$ cat src/rtl/axis_credit_based_shaper.sv
// ============================================================================
// Module   : axis_credit_based_shaper
// Purpose  : Credit-based shaper for one AXI4-Stream traffic class. Frames pass
//            through with zero latency while credit allows. A frame that has
//            started is never cut by the gate.
// Option   : CBS_IDLE_CREDIT_RESET_EN - when defined, positive credit is
//            discarded while the queue is empty. When undefined, idle time
//            banks credit up to max_credit.
// Revision : 1.0 - initial release
// ============================================================================
`default_nettype none

module axis_credit_based_shaper #(
  parameter int C_AXIS_TDATA_WIDTH = 8,
  parameter int C_AXIS_TKEEP_WIDTH = C_AXIS_TDATA_WIDTH / 8
) (
  input  logic                          clk,
  input  logic                          rstn,
  input  logic signed [31:0]            idle_slope,
  input  logic signed [31:0]            send_slope,
  input  logic signed [31:0]            max_credit,
  input  logic signed [31:0]            min_credit,
  output logic signed [31:0]            credit,
  output logic                          transmit_until_frame_end,
  input  logic [C_AXIS_TDATA_WIDTH-1:0] s_axis_tdata,
  input  logic [C_AXIS_TKEEP_WIDTH-1:0] s_axis_tkeep,
  input  logic                          s_axis_tvalid,
  output logic                          s_axis_tready,
  input  logic                          s_axis_tlast,
  output logic [C_AXIS_TDATA_WIDTH-1:0] m_axis_tdata,
  output logic [C_AXIS_TKEEP_WIDTH-1:0] m_axis_tkeep,
  output logic                          m_axis_tvalid,
  input  logic                          m_axis_tready,
  output logic                          m_axis_tlast
);

  logic signed [31:0] credit_q, credit_d;
  logic               in_frame_q, in_frame_d;
  logic               gate_open;
  logic               xfer;
  logic signed [32:0] credit_ext, idle_ext, send_ext, max_ext, min_ext;
  logic signed [32:0] sum;

  // Registered credit only: a beat that drives credit negative still completes.
  assign gate_open = in_frame_q | ~credit_q[31];

  assign m_axis_tdata  = s_axis_tdata;
  assign m_axis_tkeep  = s_axis_tkeep;
  assign m_axis_tlast  = s_axis_tlast;
  assign m_axis_tvalid = s_axis_tvalid & gate_open & rstn;
  assign s_axis_tready = m_axis_tready & gate_open & rstn;
  assign xfer          = m_axis_tvalid & m_axis_tready;

  assign credit                   = credit_q;
  assign transmit_until_frame_end = in_frame_q;

  assign credit_ext = 33'(credit_q);
  assign idle_ext   = 33'(idle_slope);
  assign send_ext   = 33'(send_slope);
  assign max_ext    = 33'(max_credit);
  assign min_ext    = 33'(min_credit);

  always_comb begin
    sum        = credit_ext;
    in_frame_d = in_frame_q;
    if (xfer) begin
      sum        = credit_ext + send_ext;
      in_frame_d = ~s_axis_tlast;
    end else if (s_axis_tvalid) begin
      sum = credit_ext + idle_ext;
    end else if (credit_q[31]) begin
      // Empty queue recovers negative credit, but never past zero.
      sum = credit_ext + idle_ext;
      if (sum > 33'sd0) begin
        sum = 33'sd0;
      end
    end else begin
`ifdef CBS_IDLE_CREDIT_RESET_EN
      sum = 33'sd0;
`else
      sum = credit_ext + idle_ext;
`endif
    end

    if (sum > max_ext) begin
      credit_d = max_credit;
    end else if (sum < min_ext) begin
      credit_d = min_credit;
    end else begin
      credit_d = sum[31:0];
    end
  end

  always_ff @(posedge clk or negedge rstn) begin
    if (!rstn) begin
      credit_q   <= '0;
      in_frame_q <= 1'b0;
    end else begin
      credit_q   <= credit_d;
      in_frame_q <= in_frame_d;
    end
  end

endmodule

`default_nettype wire

$ cat config.mk
export PLATFORM = sky130hd
export DESIGN_NAME = axis_credit_based_shaper
export DESIGN_NICKNAME = d
export VERILOG_FILES = /design/src/rtl/axis_credit_based_shaper.sv
export SDC_FILE = /design/constraint.sdc
export NUM_CORES = 1
export LEC_CHECK = 0
export BUFFER_PORTS_ARGS = -buffer_cell sky130_fd_sc_hd__clkbuf_2
export CAP_MARGIN = 20
export CORE_MARGIN = 8
export CORE_UTILIZATION = 60
export DETAILED_ROUTE_END_ITERATION = 6
export HOLD_SLACK_MARGIN = 0.02
export PLACE_DENSITY = 0.89
export SLEW_MARGIN = 40
export SYNTH_ARGS = -nofsm -noshare
export SYNTH_HDL_FRONTEND = slang
export SYNTH_SLANG_ARGS = --single-unit
$ cat constraint.sdc
create_clock -name clk -period 10.8 [get_ports clk]
set_input_delay 0 -clock clk [delete_from_list [all_inputs] [get_ports clk]]
set_output_delay 0 -clock clk [all_outputs]
set_load 0.02 [all_outputs]
### Yosys cells after proc, flatten, opt, wreduce, memory -nomap -nowiden

Index checks and enable logic that the tools add are counted.
Widths: inputs -> output; s select.

| cells by class | value |
|---|---|
| order comparisons | 3 |
| $add $sub $neg | 2 |
| bitwise operators | 8 |
| mux-type cells | 6 |

Operators by type and width:

| kind | count |
|---|---|
| $mux 33 | 4 |
| $add 32x32->33 | 2 |
| $mux 32 | 2 |
| $gt 33x1->1 const B | 1 |
| $gt 33x32->1 | 1 |
| $lt 33x32->1 | 1 |
| $and 1x1->1 | 5 |
| $not 1->1 | 2 |
| $or 1x1->1 | 1 |

| storage, ports and cells | value |
|---|---|
| logic and storage cells | 21 |
| register bits after elaboration | 33 |
| output and inout bits | 45 |

### Longest topological paths before layout

Gate-level depths: netlist of the first run.

| depth | value |
|---|---|
| depth after elaboration | 9 |
| mapped depth | 25 |
| mapped depth without buffers | 23 |

### Worst setup path before layout of the first run

No wires, ideal clock.

| timing | value |
|---|---|
| path kind | reg-to-reg |
| start | reg credit_q[0], in the netlist credit[0] |
| end | reg credit_q[27], in the netlist credit[27] |
| path slack | 5.448 ns |
| cell stages (with the launch flop) | 25 |
| required time | 10.660 ns |
| data arrival time | 5.212 ns |
| buffers on the path | 3 |
| clock period less this slack | 5.352 ns |
| path through | dfrtp_1 -> ha_1 -> inv_1 -> fa_1 -> nor2b_1 -> o311a_1 -> o41a_1 -> a31o_4 -> a31oi_4 -> o211ai_4 -> clkbuf_1 -> o21ai_0 -> ha_1 -> a21oi_1 -> nor2b_1 -> o21ai_0 -> a21oi_1 -> o31ai_1 -> a41oi_1 -> or4_1 -> or3_1 -> buf_4 -> buf_6 -> a211oi_1 -> a311oi_1 |

| on the way | value |
|---|---|
| longest elaborated chain between the ends | 9 |
| elaborated cells between the ends (all ways) | 11 |
| those cells by class | add/sub: 2; order compare: 3; mux: 6 |

RTL lines:

| what | line | RTL |
|---|---|---|
| start: declaration | 37 | `logic signed [31:0] credit_q, credit_d;` |
| start signal: assignment | 99 | `credit_q <= credit_d;` |
| $add 32x32->33 | 70, 73, 81 |  |
| $gt 33x1->1 | 74 | `if (sum > 33'sd0) begin` |
| $mux 33 | 74 |  |
| $mux 33 | 71 | `end else if (credit_q[31]) begin` |
| $mux 33 | 69 | `end else if (s_axis_tvalid) begin` |
| $mux 33 * | 66 | `if (xfer) begin` |
| $lt 33x32->1 | 87 | `end else if (sum < min_ext) begin` |
| $mux 32 | 87 |  |
| $mux 32 * | 85 | `if (sum > max_ext) begin` |
| via credit_d[27] | 37 |  |

The timed path passes the listed nets; every way through them passes the cells marked *.
A chain may end at the register's enable or synchronous reset.

### Worst setup path in the final report of the first run

| timing | value |
|---|---|
| start | reg credit_q[0], in the netlist credit[0] |
| end | reg credit_q[1], in the netlist credit[1] |

Same word-level chain as after synthesis.

==> key figures, run 1 <==
Critical path
  – WS Path Type: flip-flop to flip-flop
  – Cell mode on critical path: a21oi_1
  – Crit path max fanout: 25
  – Crit path buf inv count: 2
  – Max incr delay on CP: 740 ps
  – CP required: approximately 11,000 ps
  – Worst Setup Start Kind: flip-flop
  – Crit path DAT: 6990 ps
  – Delay-heaviest family, CP: compound AO/OA/AOI/OAI gates
  – Worst reg2reg path depth: 22
  – CP Cell Sequence: ha_1, inv_1, fa_1, nor2b_1, o311a_1, o41a_1, a31o_4, a31oi_4, o211ai_4, o21ai_0, ha_1, a21oi_1, nor2b_1, o21ai_0, a21oi_1, o31ai_1, a41oi_1, or4_1, o21ai_1, buf_4, a21oi_1, a221oi_1
  – Slowest cell on crit path: o211ai_4
  – CP Capture Type: flip-flop
  – Crit path depth: 22

Synth
  – Commonest cells post-synth: 129 x ha_1, 84 x inv_1, 67 x a21oi_1
  – Count leader, synth: ha_1
  – Syn_area_per_cell: 7.60 um^2
  – Area share of the largest cell type after synthesis: 0.229
  – Register area share after synthesis: 0.117
  – Top post-synthesis cells by area: ha_1 23%, dfrtp_1 12%, a21oi_1 4.8%
  – Yosys warns: 0
  – Yosys reg bits: 33
  – Post-synth EDFFs: 0
  – Synth Instances: 926
  – Area leader, netlist: ha_1
  – Mapped Area: 7040 um^2
  – Async set-reset flop share out of synthesis: 1.00
  – Mapped Nets: 1,199
  – Netlist cell types: 72
  – Ys flop type: dfrtp_1

Cells and area
  – Layout cells sized above 1: 0.200
  – NumNets Final: 1,354
  – Total of fill cells in the finished design: between 900 and 1,000
  – Area Overhead vs Synth: 17.2%
  – Diodes inserted: 0
  – Fin area: 8250 um^2

Power and ir drop
  – Static leakage: 4.19 nW
  – Power Density: 409 nW/um^2
  – Worst VDD drop: 0.000446 V

Global route
  – GRT Util Overall: 0.304
  – First-pass GRT wire length: 39,600 um
  – Initial antenna violation count: 1
  – Largest net degree at the start of global routing: 35
  – Overflow after GRT: 0
  – Vias in the first global route: 7,945

Die
  – Die area: 15,500 um^2
  – Die width: 124 um
  – Core ar.: 11,400 um^2
  – Die H: 124 um
  – Row cnt: 39
  – # IOs: 187
  – Starting density of the core: 0.617

Flow run
  – Max Cap Violations: 0

Detailed routing
  – Iteration-0 DRC Markers: 1,159
  – Vias: between 8,000 and 9,000
  – First drt pass iteration count: 7
  – Routed WL: roughly 25,000 um
  – DRC: 9
  – Vias per cell: approximately 6.7
  – Post-DR wirelength/cell: between 20 and 25 um
  – Post-route ant nets: 0

STA
  – Setup violators final: 0
  – Final worst-path cycle share: 0.634
  – RSZ-0062 raised after global routing: no
  – Layout Skew: 3.14 ps
  – Max Slew Vio Count: 0
  – Fmax: between 100 and 150 MHz
  – Final min period: between 6000 and 7000 ps
  – Slew @ Worst Pin: roughly 870 ps
  – Final hold vios: 0
  – Setup TNS: 0 ps
  – Relative slew slack: 0.418

CTS
  – TritonCTS clock tree: yes
  – CTS buffer count: 5
  – Max clock buf depth: 2
  – Reg clk slew, reported paths: around 50 ps
  – Worst skew pair latency: 280 ps
  – Root buf cell: clkbuf_16
  – H-tree depth: 2
  – Clock tree sinks: 33

Worst hold path
  – HP Class: primary input to flip-flop
  – Worst hold stages: 3

Placed design
  – Routability cong.: 1.00
  – Buffers on Ports: 168
  – DP Wirelength: 20,200 um
  – Post-DP Area: 7930 um^2

Outcome
  – Failing checks: design-rule violations
  – Outcome: finished, violations left
-- where the power goes --
part,leakage [nW],internal [W],switching [W]
combinational,3.74,0.00115,0.00177
sequential,0.375,0.000199,0.0000974
clock,0.0799,0.0000976,0.0000541
-- worst paths after layout --
kind	startpoint	end	slack [ps]
setup / recovery	credit[0]	credit[1]	3950
hold / removal	max_credit[24]	credit[24]	20
setup reg to reg	credit[0]	credit[1]	3950
hold reg to reg	transmit_until_frame_end	transmit_until_frame_end	550
max in group asynchronous	rstn	credit[7]	10180
min in group asynchronous	rstn	transmit_until_frame_end	260
-- metal layers --
layer,global-route usage,share of wire,vias up
li1,-,-,3808
met1,0.381,0.40,3757
met2,0.491,0.45,582
met3,0.0715,0.12,80
met4,0.119,0.036,2
met5,0,0.00040,-
-- cells by family (layout without fill, tap and decap cells) --
logic type,Yosys count,after routing,share of synthesized area
AOI/OAI and AO/OA,320,320,0.318
xor gates and xnor gates,48,48,0.0597
and+or+nand+nor,268,268,0.193
muxes,1,1,0.00142
DFF,33,33,0.117
buffers and inverters,125,281,0.0755
adders and majority gates,131,131,0.235
-- flip-flops by register name, indices dropped and copies added (netlist names) --
signal and count:
transmit_until_frame_end 1, credit 32
-- tightest hold or removal path, stage by stage --
cell and delay [ps]:
clkbuf_2 90, inv_1 80, a221oi_1 80
-- what timing repair did --
item	CTS	global route
gates resized for setup	0	0
hold endpoints to repair	48	0
hold buffers	16	0
buffers inserted	0	0
-- cell usage in the layout (no fill, tap or decap), drive strengths merged, types with 11 or more instances in the layout --
master and n:
a211oi 11, a21o 39, a21oi 67, a221oi 13
a31oi 11, and3 14, clkbuf 175, dfrtp 33
dlygate4sd3 16, ha 129, inv 84, nand2 62
nand3 14, nand4 37, nor2 62, nor2b 14
nor3 18, nor4 15, o21a 20, o21ai 66
o221a 18, o22ai 13, xnor2 28, xor2 20
-- metrics by stage --
step                power (W)  setup WS, ps  hold WS [ps]  utilization  std cells
finish                0.00337          3950          19.1        0.722       1225
global route          0.00363          3710          30.8        0.722       1225
detailed placement    0.00307          4290         0.137        0.695       1201
global placement      0.00298          4390         0.137        0.690       1199
CTS                   0.00327          4140          20.3        0.722       1225
floorplan             0.00236          5450          -296            -        926
-- area by class of cell --
cell class                      instances  area (um^2)  share of cell area
Multi-Input combinational cell        768         5700               0.691
Timing Repair Buffer                  189         1070               0.130
Sequential cell                        33          826               0.100
Inverter                               84          315              0.0382
Tap cell                              143          179              0.0217
Clock buffer                            7          153              0.0185
Clock inverter                          1         5.00            0.000607
No activity file was read; power rests on OpenSTA's default activity.
==> run 2: changes to the inputs <==
CORE_UTILIZATION = 55   (was 60)
PLACE_DENSITY = 0.83   (was 0.89)
clock period = 6.6 ns   (was 10.8 ns; I/O delays follow)
==> run 2 against run 1 <==
The run now ends clean. Total power rose by 65%. Sequential cell count did not move. Cell count rose by 3.7%. First-iteration DRC count fell by 28%. Combinational power rose by 66%. Design area rose by 2.5%. Core utilization fell by 4.9 points. Critical endpoint is now credit[16]. Die area rose by 7.9%. Global-route usage fell by 1.7 points.
==> key figures, run 2 (same netlist as run 1, synthesis figures left out) <==
Power and ir drop
  – P_sw: 0.00312 W (+63%)
  – Part of the power in registers: 0.087 (about the same)
  – Power Density: 657 nW/um^2 (+61%)
  – Cell-internal power: 0.00244 W (+68%)
  – Comb power frac: 0.871 (+0.004)
  – Total chip power: 0.00556 W (+65%)
  – Static leakage: 4.27 nW (+1.8%)
  – Clock power share: 0.042 (-0.003)
  – Worst VDD drop: 0.000596 V (+34%)
  – Sw frac: 0.562 (-0.00752)

Die
  – # IOs: 187 (unchanged)
  – Starting density of the core: 0.560 (-0.0564)
  – Die width: 129 um (+3.9%)
  – Core ar.: 12,600 um^2 (+10%)
  – Die H: 129 um (+3.9%)
  – Row cnt: 41 (+5.1%)
  – Die area: 16,700 um^2 (+7.9%)

Detailed routing
  – Vias: 8,138 (-1.1%)
  – Post-DR wirelength/cell: 19.6 um (-4.3%)
  – Routed WL: 24,900 um (-0.75%)
  – DRC: 0 (-9)
  – Vias per cell: 6.41 (-4.6%)
  – Post-route ant nets: 0 (unchanged)
  – First drt pass iteration count: 6 (-1)
  – Iteration-0 DRC Markers: 832 (-28%)

STA
  – Final worst-path cycle share: 0.961 (+0.327)
  – Slew @ Worst Pin: 743 ps (-126 ps)
  – Final hold vios: 0 (unchanged)
  – Setup TNS: 0 ps (unchanged)
  – Fin worst setup slack: 255 ps (-3690 ps)
  – Relative slew slack: 0.500 (+0.0817)
  – Max Slew Vio Count: 0 (unchanged)
  – Setup violators final: 0 (unchanged)
  – Layout Skew: 3.57 ps (+0.429 ps)
  – Final min period: 6340 ps (-507 ps)
  – Fmax: 158 MHz (+8.0%)
  – RSZ-0062 raised after global routing: no

Cells and area
  – NumNets Final: 1,371 (+1.3%)
  – Total of fill cells in the finished design: 1,136 (+16%)
  – Commonest non-fill, non-tap cell in the layout: clkbuf_2
  – Post-Layout Cell Count: 1,270 (+3.7%)
  – Area occupied by multi-input gates: 5790 um^2 (+1.5%)
  – Diodes inserted: 0 (unchanged)
  – Most frequent cells in the layout: 168 x clkbuf_2, 129 x ha_1, 84 x inv_1, 66 x a21oi_1, 62 x nor2_1
  – Layout cells sized above 1: 0.217 (+0.0171)
  – Register area: 826 um^2 (unchanged)
  – Area Overhead vs Synth: 20.1%
  – Max reg flops: 32 (unchanged)

CTS
  – Root buf cell: clkbuf_16
  – TritonCTS clock tree: yes
  – Clock tree sinks: 33 (unchanged)
  – CTS buffer count: 5 (unchanged)
  – Worst skew pair latency: 280 ps (about the same)
  – Reg clk slew, reported paths: 50 ps (about the same)
  – Max clock buf depth: 2 (unchanged)
  – H-tree depth: 2 (unchanged)

Critical path
  – Crit path DAT: 6510 ps (-480 ps)
  – CP Capture Type: flip-flop
  – WS Path Type: flip-flop to flip-flop
  – CP required: 6770 ps (-4160 ps)
  – Worst Setup Start Kind: flip-flop
  – Crit path max fanout: 13 (-48%)

Placed design
  – Placed Cells: 1,238 (+3.1%)
  – Buffers on Ports: 168 (unchanged)
  – Routability cong.: 0.987 (-1.7%)
  – Pre-CTS setup slack: 459 ps (-3830 ps)
  – DP Wirelength: 20,300 um (+0.46%)

Worst hold path
  – HP Class: primary input to flip-flop

Flow run
  – Max Cap Violations: 0 (unchanged)

Global route
  – Initial antenna violation count: 0 (-1)
  – First-pass GRT wire length: 38,200 um (-3.4%)
  – Vias in the first global route: 7,662 (-3.6%)
  – Largest net degree at the start of global routing: 35 (unchanged)
  – GRT Util Overall: 0.286 (-0.0175)
  – Overflow after GRT: 0 (unchanged)

Outcome
  – Outcome: complete, no violations
-- run 2: cell count changes in the layout (fill, tap and decap cells not counted), moves of 2 or more --
cell | previous run | this run
dlygate4sd3_1 | 16 | 21
o21ai_1 | 1 | 3
buf_4 | 3 | 16
o21ai_0 | 63 | 60
o22ai_2 | 0 | 4
o22ai_1 | 13 | 9
-- run 2: power groups by stage --
stage / Clock, W / Combinational, W / Sequential, W
4_1_cts: 0.000233 / 0.00461 / 0.000475
3_5_place_dp: 0 / 0.00452 / 0.000479
5_1_grt: 0.000241 / 0.00529 / 0.000492
2_1_floorplan: 0 / 0.00332 / 0.000538
6_report: 0.000232 / 0.00484 / 0.000486
3_3_place_gp: 0 / 0.00446 / 0.000478
-- run 2: timing repair --
action,CTS,global route
resized for setup,0,17
buffers inserted,0,3
setup endpoints to repair,0,21
hold buffers,21,0
endpoints found under the hold margin,51,0
-- run 2: routing by layer --
layer | global-route usage | wire length (um) | part of all wire | up-vias
met5 | 0 | 0 | 0 | -
met4 | 0.109 | 916 | 0.037 | 0
met3 | 0.0419 | 2780 | 0.11 | 83
met2 | 0.456 | 11100 | 0.45 | 496
met1 | 0.382 | 10100 | 0.41 | 3718
li1 | - | - | - | 3841
-- run 2: final cells by class --
cell class / count / share of cell area
clock buffers: 7 / 0.0169
flip-flops and latches: 33 / 0.0976
multi-input cells: 769 / 0.684
repair buffers: 205 / 0.138
well taps: 172 / 0.0254
inverters: 84 / 0.0373
-- run 2: worst paths after layout --
check,start,depth (start not counted),to,slack [ps]
worst max-delay path,credit[0],23,credit[16],260
worst min-delay path,max_credit[22],3,credit[22],9
worst max register to register,credit[0],23,credit[16],260
max in group asynchronous,rstn,3,credit[7],5980
min in group asynchronous,rstn,3,transmit_until_frame_end,290
worst min register to register,transmit_until_frame_end,2,transmit_until_frame_end,590
-- run 2: critical path, stage by stage, from the launching register on --
cell           delay (ps)
dfrtp_1               400
ha_1                  230
inv_1                  80
fa_1                  220
nor2b_1                80
o311a_1               350
o41a_1                410
a32oi_1               430
o2111ai_1             200
o211ai_1              140
xor2_1                280
o32ai_1               220
ha_1                  360
a21o_1                160
a21o_1                170
a21oi_1               160
nor2b_1                60
o21ai_0               160
a21oi_1               110
or4_4                 590
or3_4                 500
a211oi_1              300
a311oi_1               70
dlygate4sd3_1         570
-- run 2: metrics by stage --
stage / cell area [um^2] / utilization / hold WS [ps]
after detailed placement: 7990 / 0.636 / 0.137
final: 8460 / 0.673 / 8.73
after global placement: 7990 / 0.636 / 0.137
after global routing: 8460 / 0.673 / 30.2
after floorplan: 7040 / - / -296
after CTS: 8340 / 0.664 / 20.2
